--- config.mk ---
export PLATFORM = sky130hd
export DESIGN_NAME = ifu_fetch
export DESIGN_NICKNAME = d
export VERILOG_FILES = /design/src/rtl/cpu_defs_pkg.sv /design/src/rtl/npc_calc.sv /design/src/rtl/ifu_fetch.sv
export SDC_FILE = /design/constraint.sdc
export NUM_CORES = 1
export LEC_CHECK = 0
export ABC_AREA = 0
export ABC_CLOCK_PERIOD_IN_PS = 3300
export CORE_MARGIN = 8
export CORE_UTILIZATION = 41
export CTS_BUF_LIST = sky130_fd_sc_hd__clkbuf_2 sky130_fd_sc_hd__clkbuf_4 sky130_fd_sc_hd__clkbuf_8
export CTS_CLUSTER_DIAMETER = 60
export DETAILED_ROUTE_END_ITERATION = 6
export GPL_ROUTABILITY_DRIVEN = 0
export PLACE_DENSITY = 0.82
export SYNTH_ARGS = -nofsm -noshare
export SYNTH_HDL_FRONTEND = slang
export SYNTH_SLANG_ARGS = --single-unit
--- constraint.sdc ---
create_clock -name clk -period 3.3 [get_ports clk]
set_input_delay 0.495 -clock clk [delete_from_list [all_inputs] [get_ports clk]]
set_output_delay 0.495 -clock clk [all_outputs]
set_load 0.005 [all_outputs]
--- src/rtl/cpu_defs_pkg.sv ---
// Shared CPU definitions for the fetch unit and the controller decode.
//   - Fetch FSM state encodings (2 bits, exposed on the fetch debug port).
//   - Default reset PC.
//   - Opcode/funct constants for j/jal/jr/jalr, shared with ctrl decode.
//   - branch_offset(): sign-extended, word-scaled branch displacement.
package cpu_defs;

  localparam logic [31:0] RESET_PC_DEFAULT = 32'h0000_3000;

  // Fetch FSM state encodings
  localparam logic [1:0] ST_FETCH = 2'd0;
  localparam logic [1:0] ST_EXEC  = 2'd1;
  localparam logic [1:0] ST_TRAP  = 2'd2;

  // Decode constants shared with the general controller
  localparam logic [5:0] OP_J       = 6'b000010;
  localparam logic [5:0] OP_JAL     = 6'b000011;
  localparam logic [5:0] FUNCT_JR   = 6'b001000;
  localparam logic [5:0] FUNCT_JALR = 6'b001001;

  // imm16 sign-extended and shifted left by two (word displacement -> bytes)
  function automatic logic [31:0] branch_offset(input logic [15:0] imm16);
    return {{14{imm16[15]}}, imm16, 2'b00};
  endfunction

endpackage

--- src/rtl/npc_calc.sv ---
// Combinational next-PC selection.
// Ports:
//   pc          in  32  address of the executing instruction
//   instruction in  32  executing instruction (index/imm fields used)
//   rs_data     in  32  register rs, target for jr/jalr
//   branch      in  1   ctrl.Branch
//   jump        in  1   ctrl.Jump (j/jal)
//   jump_reg    in  1   jr/jalr decoded
//   zero        in  1   ALU zero flag
//   next_pc     out 32  selected next PC (may be misaligned only via rs_data)
//   pc_plus4    out 32  pc + 4, also the link value
// Priority: jump_reg > jump > (branch & zero) > pc + 4. All arithmetic is
// 32-bit modular; wrap-around past 32'hFFFF_FFFC is not flagged.
module npc_calc
  import cpu_defs::*;
(
  input  logic [31:0] pc,
  input  logic [31:0] instruction,
  input  logic [31:0] rs_data,
  input  logic        branch,
  input  logic        jump,
  input  logic        jump_reg,
  input  logic        zero,
  output logic [31:0] next_pc,
  output logic [31:0] pc_plus4
);

  logic [31:0] jump_target;
  logic [31:0] branch_target;
  logic        unused_opcode;

  assign pc_plus4      = pc + 32'd4;
  // Pseudo-direct jump: keep the region bits of the delay-slot address
  assign jump_target   = {pc_plus4[31:28], instruction[25:0], 2'b00};
  assign branch_target = pc_plus4 + branch_offset(instruction[15:0]);
  // Opcode bits are decoded by ctrl, not here
  assign unused_opcode = ^instruction[31:26];

  always_comb begin
    next_pc = pc_plus4;
    if (jump_reg) begin
      next_pc = rs_data;
    end else if (jump) begin
      next_pc = jump_target;
    end else if (branch && zero) begin
      next_pc = branch_target;
    end
  end

endmodule

--- src/rtl/ifu_fetch.sv ---
// Instruction fetch unit: owns the PC and runs a FETCH/EXEC handshake with
// instruction memory, presenting one latched instruction per step.
// Ports:
//   clk, rst      clock; synchronous active-high reset
//   imem_req      out 1   fetch request (FETCH state, not in reset)
//   imem_addr     out 32  fetch address, always equal to pc
//   imem_rdata    in  32  fetched word, valid with imem_ready
//   imem_ready    in  1   response strobe, only looked at while imem_req=1
//   instruction   out 32  latched instruction for ctrl/datapath
//   instr_valid   out 1   EXEC state: datapath may commit this cycle
//   pc, pc_plus4  out 32  current instruction address and its link value
//   branch, jump, jump_reg, zero, rs_data   in  next-PC controls
//   hold          in  1   datapath stall, freezes EXEC
//   fault         out 1   sticky misaligned-target trap
//   instret       out 32  retired-instruction counter (wraps)
//   state_dbg     out 2   current FSM state (cpu_defs ST_* encoding)
// Handshake: a fetch completes on any rising edge where imem_req=1 and
// imem_ready=1; the word is captured at that edge. There is no timeout and
// imem_addr is held stable while waiting. A request abandoned by reset is
// simply dropped; a ready strobe in the reset cycle is ignored.
module ifu_fetch
  import cpu_defs::*;
#(
  // Must be word-aligned
  parameter logic [31:0] RESET_PC = RESET_PC_DEFAULT
) (
  input  logic        clk,
  input  logic        rst,
  output logic        imem_req,
  output logic [31:0] imem_addr,
  input  logic [31:0] imem_rdata,
  input  logic        imem_ready,
  output logic [31:0] instruction,
  output logic        instr_valid,
  output logic [31:0] pc,
  output logic [31:0] pc_plus4,
  input  logic        branch,
  input  logic        jump,
  input  logic        jump_reg,
  input  logic        zero,
  input  logic [31:0] rs_data,
  input  logic        hold,
  output logic        fault,
  output logic [31:0] instret,
  output logic [1:0]  state_dbg
);

  logic [1:0]  state_q, state_d;
  logic [31:0] pc_q, pc_d;
  logic [31:0] instr_q, instr_d;
  logic        fault_q, fault_d;
  logic [31:0] instret_q, instret_d;
  logic [31:0] next_pc;

  npc_calc u_npc_calc (
    .pc          (pc_q),
    .instruction (instr_q),
    .rs_data     (rs_data),
    .branch      (branch),
    .jump        (jump),
    .jump_reg    (jump_reg),
    .zero        (zero),
    .next_pc     (next_pc),
    .pc_plus4    (pc_plus4)
  );

  // Reset forces the strobes low in the same cycle so an in-flight request
  // is dropped immediately.
  assign imem_req    = !rst && (state_q == ST_FETCH);
  assign instr_valid = !rst && (state_q == ST_EXEC);
  assign imem_addr   = pc_q;
  assign pc          = pc_q;
  assign instruction = instr_q;
  assign fault       = fault_q;
  assign instret     = instret_q;
  assign state_dbg   = state_q;

  always_comb begin
    state_d   = state_q;
    pc_d      = pc_q;
    instr_d   = instr_q;
    fault_d   = fault_q;
    instret_d = instret_q;
    case (state_q)
      ST_FETCH: begin
        if (imem_ready) begin
          instr_d = imem_rdata;
          state_d = ST_EXEC;
        end
      end
      ST_EXEC: begin
        if (!hold) begin
          // Only a jr target can be misaligned; trap without advancing pc
          if (next_pc[1:0] != 2'b00) begin
            fault_d = 1'b1;
            state_d = ST_TRAP;
          end else begin
            pc_d      = next_pc;
            instret_d = instret_q + 32'd1;
            state_d   = ST_FETCH;
          end
        end
      end
      ST_TRAP: begin
        state_d = ST_TRAP;
      end
      default: begin
        state_d = ST_FETCH;
      end
    endcase
  end

  always_ff @(posedge clk) begin
    if (rst) begin
      state_q   <= ST_FETCH;
      pc_q      <= RESET_PC;
      instr_q   <= 32'd0;
      fault_q   <= 1'b0;
      instret_q <= 32'd0;
    end else begin
      state_q   <= state_d;
      pc_q      <= pc_d;
      instr_q   <= instr_d;
      fault_q   <= fault_d;
      instret_q <= instret_d;
    end
  end

endmodule
**Yosys cells after proc, flatten, opt, wreduce, memory -nomap -nowiden**

Index checks and enable logic that the tools add are counted.

- Eq/ne operators: 4
- Add/sub/neg operators: 3
- Bitwise gates (word level): 2
- Reductions and logical operators: 10
- Muxes and demuxes: 7

Operator list:

| kind | count |
|---|---|
| 32-bit 2-to-1 mux | 3 |
| 32-bit by 1-bit adder with 32-bit output, second input constant | 1 |
| 32-bit by 3-bit adder with 32-bit output, second input constant | 1 |
| 32-bit adder | 1 |
| 2-bit 2-to-1 mux | 3 |
| 2-bit case mux with 3 select lines | 1 |
| 3-bit AND reduction | 2 |
| 2-bit != test, second input constant | 2 |
| 2-bit AND reduction | 2 |
| 1-bit logical AND | 3 |
| 2-bit by 1-bit equality test with 1-bit output, second input constant | 1 |
| 2-bit equality test, second input constant | 1 |
| 2-bit zero test | 1 |
| 1-bit inverter | 2 |
| 2-bit nonzero test | 1 |
| 1-bit zero test | 1 |

- Bits in registers: 99
- Logic and storage cells: 31
- Output and inout port bits: 165
- Input port bits: 72

**Logic depth before layout (Yosys ltp)**

- Depth after elaboration: 9
- Mapped depth: 17
- Depth with buffers taken out: 15

**Hierarchy**

A second synthesis with hierarchy kept.

- Cells, all modules: 952
- Area, all modules: 7134.3 µm²

Modules (own cells, without submodules):

| module | cells an instance | sequential area each (µm²) | instances | area each (µm²) |
|---|---|---|---|---|
| ifu_fetch | 502 | 1981.9 | 1 | 4091.4 |
| npc_calc | 450 | 0.0 | 1 | 3042.9 |

**Worst setup path after synthesis**

Ideal clock, no wire load.

- Path kind: flip-flop to flip-flop
- Start point: reg pc_q[8], in the netlist imem_addr[8]
- End point: reg pc_q[29], in the netlist imem_addr[29]
- Data required time: 3209 ps
- Data arrival time: 3241 ps
- Cell stages (with the launch flop): 16
- Buffers on the path: 1
- Library setup time: 91 ps
- Slack: -31 ps
- Period minus slack after synthesis: 3331 ps
- Path through: dfxtp_1 -> and4_4 -> nand3_4 -> nor4_1 -> xor2_1 -> ha_1 -> clkbuf_1 -> a21o_1 -> a21o_1 -> a21oi_1 -> o21ai_0 -> a21o_1 -> a21oi_1 -> o22ai_1 -> o22a_1 -> a311oi_1

- Longest elaborated chain between the ends: 5

Ends and longest elaborated chain:

| what | RTL line | source |
|---|---|---|
| start: declaration | ifu_fetch.sv:49 | `logic [31:0] pc_q, pc_d;` |
| start signal: assignment | ifu_fetch.sv:122 | `pc_q <= pc_d;` |
| 32-bit by 3-bit adder with 32-bit output | npc_calc.sv:32 | `assign pc_plus4 = pc + 32'd4;` |
| net pc_plus4[22] | ifu_fetch.sv:36 | `output logic [31:0] pc_plus4,` |
| 32-bit adder | npc_calc.sv:35 | `assign branch_target = pc_plus4 + branch_offset(instruction[15:0]);` |
| 32-bit 2-to-1 mux | npc_calc.sv:45 | `end else if (branch && zero) begin` |
| 32-bit 2-to-1 mux | npc_calc.sv:43 | `end else if (jump) begin` |
| 32-bit 2-to-1 mux | npc_calc.sv:41 | `if (jump_reg) begin` |

The timed path passes the listed nets, and every way through them passes these cells.
A chain may end at the register's enable or synchronous reset.

**Final worst setup path**

- Start point: reg pc_q[16], in the netlist imem_addr[16]
- End point: reg pc_q[26], in the netlist imem_addr[26]

- Longest elaborated chain between the ends: 5

Ends and longest elaborated chain:

| what | RTL line |
|---|---|
| 32-bit by 3-bit adder with 32-bit output * | npc_calc.sv:32 |
| 32-bit adder | npc_calc.sv:35 |
| 32-bit 2-to-1 mux * | npc_calc.sv:45 |
| 32-bit 2-to-1 mux * | npc_calc.sv:43 |
| 32-bit 2-to-1 mux * | npc_calc.sv:41 |

Mark *: on every way between the ends. The rest lies on a longest branch, timed or not.

==> results.toml <==
[timing]
grt_setup_unrepaired = "yes"
whs_ns = 0.4658
fmax_mhz = 280.9
period_needed_ns = 3.560
finalHoldViolations = 0
period_share_pct = 107.9
worst_slack_ns = -0.2603
tightest_slew_ns = 0.7472
slew-limit-headroom_pct = 50.12
setup_viol = 10
skew_ns = 0.01471
slew_viol_final = 0

[synth]
synthAdderAreaFrac_pct = 7.043
synth_flop_cell = "dfxtp_1"
synth_cells = 912
netlist_area_mm2 = 0.007035
yosysSeqAreaShare_pct = 28.17
synth-compound-area-share_pct = 22.94
synth_area_per_cell_um2 = 7.714
synth-xor-area-share_pct = 9.781
synth-simple-area-share_pct = 23.42
synth-seq-cells = 99
synth_top_family_by_area = "simple AND/OR/NAND/NOR gates"
yosysWarnings = 0
synthesis.nets = 1023
muxShareOfSynthArea_pct = 0.7291
synthArstFlopShare_pct = 0
synth_edf_count = 0
ys_types = 75

[cts]
cts_tree = "built"
clock_sinks = 99
clockRootBuffer = "clkbuf_8"
clock_latency_ns = 0.41
numCtsBuffers = 9
clk_pin_slew_ns = 0.12
htree_levels = 3
clock_path_buffers = 2

[run]
max-cap-violations = 0

[detailed_routing]
drc = 0
drtPass1Iterations = 6
via_count = 8410
drt_wl_total_um = 28830
wire_per_inst_um = 19.87
ant_nets = 0
drt_iter0_drc = 834
via_per_inst = 5.796

[floorplan]
die-area_mm2 = 0.02161
initial_utilization_pct = 41.25
placeableCoreArea_mm2 = 0.01706
ios = 237
row_count = 48
die_w_um = 147.0
die_h_um = 147.0

[critical_path]
cpMostUsedCell = "o21ai_2"
rr_endpoint = "imem_addr[26]"
cp_data_required_time_ns = 3.59
rrSetupSlack_ns = -0.26
endpoint = "imem_addr[26]"
cp_max_fo = 5
crit_cells = 15
cpPeakStageDelay_ns = 0.37
crit_arrival_ns = 3.85
rr_startpoint = "imem_addr[16]"
critPathSlowestCell = "dfxtp_1"
critPathBufInv = 1
critPathTopFamily = "compound AO/OA/AOI/OAI gates"
worstSetupPathType = "reg2reg"
crit_start = "imem_addr[16]"
endpoint_kind = "register"
worstPathCellList = "and3_2 -> nand3_4 -> nor3_4 -> buf_4 -> nand3_1 -> xnor2_2 -> ha_2 -> a21o_1 -> a211oi_1 -> o21ai_1 -> a2bb2oi_4 -> o21ai_2 -> o21ai_2 -> mux2i_1 -> a311oi_1"
reg2reg_depth = 15
cp-start-kind = "register"

[placement]
numPortBuffers = 236
dp_hpwl_um = 20270
placed_cell_area_mm2 = 0.01008

[grt]
grt-ovfl-total = 0
grt_usage_pct = 23.74
grt_pass1_vias = 8007
grt_max_degree = 60
grt_antenna_before_repair = 1
grt_first_pass_wirelength_um = 41610

[pwr]
comb_power_share_pct = 27.9
power_frac_seq_pct = 43.6
p_clk_share_pct = 28.5
leakage_nw = 4.534
p_int_w = 0.001965
powerDensity_mw_per_mm2 = 268.0
p_sw_w = 0.0009973
p_sw_share_pct = 33.67
peakVddDrop_uv = 247.6

[final_layout]
nNetsFinal = 1331
drive_above_1_share_pct = 22.45
n_fill_cell = 1361
final_area_mm2 = 0.01105
syn2layout_area_growth_pct = 57.09

[status]
violations = "negative setup slack"
status = "complete, but fails checks"

[min_path]
hold_path.class = "reg2reg"
hold_start = "instruction[28]"
[metrics by stage]
step	setup WS, ns	utilization (%)	TNS [ns]	std cells	power (W)
floorplan	-0.01955	-	-0.01955	912	0.001663
global placement	-0.02596	59.08	-0.05132	1408	0.002053
detailed placement	-0.2167	59.08	-1.239	1408	0.002070
CTS	-0.01030	61.67	-0.01505	1428	0.002917
global route	-0.3449	64.80	-2.338	1451	0.003077
finish	-0.2603	64.80	-1.102	1451	0.002962
[power groups by stage]
stage               logic [W]  clock network (W)  registers, W
finish               0.000826           0.000844       0.00129
global placement     0.000741                  0       0.00131
CTS                  0.000777           0.000852       0.00129
global route         0.000882           0.000897       0.00130
detailed placement   0.000756                  0       0.00131
floorplan            0.000347                  0       0.00132
[Yosys cell counts (4+ instances only)]
library cell | n | area share (%)
nor4_1 | 4 | 0.36
nand4_1 | 13 | 1.2
nand3_1 | 33 | 2.3
xnor2_1 | 37 | 4.6
ha_1 | 38 | 6.8
a211oi_1 | 20 | 2.1
o211ai_1 | 20 | 2.1
a311oi_1 | 6 | 0.75
nand2_1 | 147 | 7.8
dfxtp_1 | 99 | 28
nor3_1 | 18 | 1.3
inv_1 | 15 | 0.80
and2_1 | 8 | 0.71
or3_1 | 6 | 0.53
o22ai_1 | 4 | 0.36
and3_1 | 15 | 1.3
and4_1 | 7 | 0.87
buf_6 | 6 | 0.96
o21ai_1 | 4 | 0.28
a21oi_1 | 82 | 5.8
o21a_1 | 8 | 0.85
a21o_1 | 17 | 1.8
nor2_1 | 81 | 4.3
o21ai_0 | 39 | 2.8
xor2_1 | 36 | 4.5
mux2i_1 | 4 | 0.57
buf_4 | 35 | 3.7
clkbuf_1 | 32 | 1.7
o21bai_1 | 4 | 0.43
[state kept, by name (all words and copies together) (netlist names)]
register	count
instret	32
state_dbg	2
imem_addr	32
instruction	32
fault	1
[kinds of logic after synthesis]
| logic type | count (synthesis) |
|---|---|
| simple gates | 352 |
| compound gates | 245 |
| flops | 99 |
| buf+inv | 96 |
| xor+xnor | 76 |
| fa+ha+maj | 39 |
| mux | 5 |
[repair_timing]
item	4_1_cts	5_1_grt
pin swaps	17	58
setup endpoints to repair	18	24
resized for setup	44	86
setup buffers	4	22
hold buffers	0	0
[cells in the final DEF (no fill, tap or decap), types with 24 or more instances in the layout]
cell type,Yosys,final
xor2_1,36,31
ha_1,38,31
xnor2_1,37,26
nor2_1,81,75
a21oi_1,82,68
nand3_1,33,31
nand2_1,147,142
buf_4,35,140
o21ai_0,39,24
clkdlybuf4s50_1,0,233
dfxtp_1,99,90
[cell type report]
type,count,area (um2),share of cell area (%)
well taps,225,281.5,2.547
flip-flops and latches,99,1993,18.03
diodes,1,2.502,0.02264
clock buffers,9,123.9,1.121
repair buffers,378,3442,31.14
multi-input cells,717,5074,45.91
clock inverters,7,78.83,0.7132
inverters,15,56.30,0.5095
[worst register-to-register path: stages (launching register included)]
cell,delay (ns)
dfxtp_1,0.37
and3_2,0.24
nand3_4,0.19
nor3_4,0.24
buf_4,0.16
nand3_1,0.11
xnor2_2,0.26
ha_2,0.35
a21o_1,0.19
a211oi_1,0.30
o21ai_1,0.20
a2bb2oi_4,0.22
o21ai_2,0.09
o21ai_2,0.15
mux2i_1,0.25
a311oi_1,0.11
[how the worst min path moves through the flow]
stage	slack, ns	cells past startpoint	endpoint
2_1_floorplan	0.44	2	fault
3_5_place_dp	0.45	2	instruction[27]
5_1_grt	0.49	2	fault
3_3_place_gp	0.44	2	instruction[29]
6_report	0.47	2	instruction[28]
4_1_cts	0.47	2	instruction[28]
[layer usage]
metal | vias up | wire length [um] | GRT usage, %
met2 | 524 | 14020 | 40.94
met5 | - | 0 | 0
met3 | 124 | 2673 | 6.706
li1 | 3824 | - | -
met4 | 0 | 1326 | 10.61
met1 | 3938 | 10810 | 26.78
(Power assumes the default switching activity.)
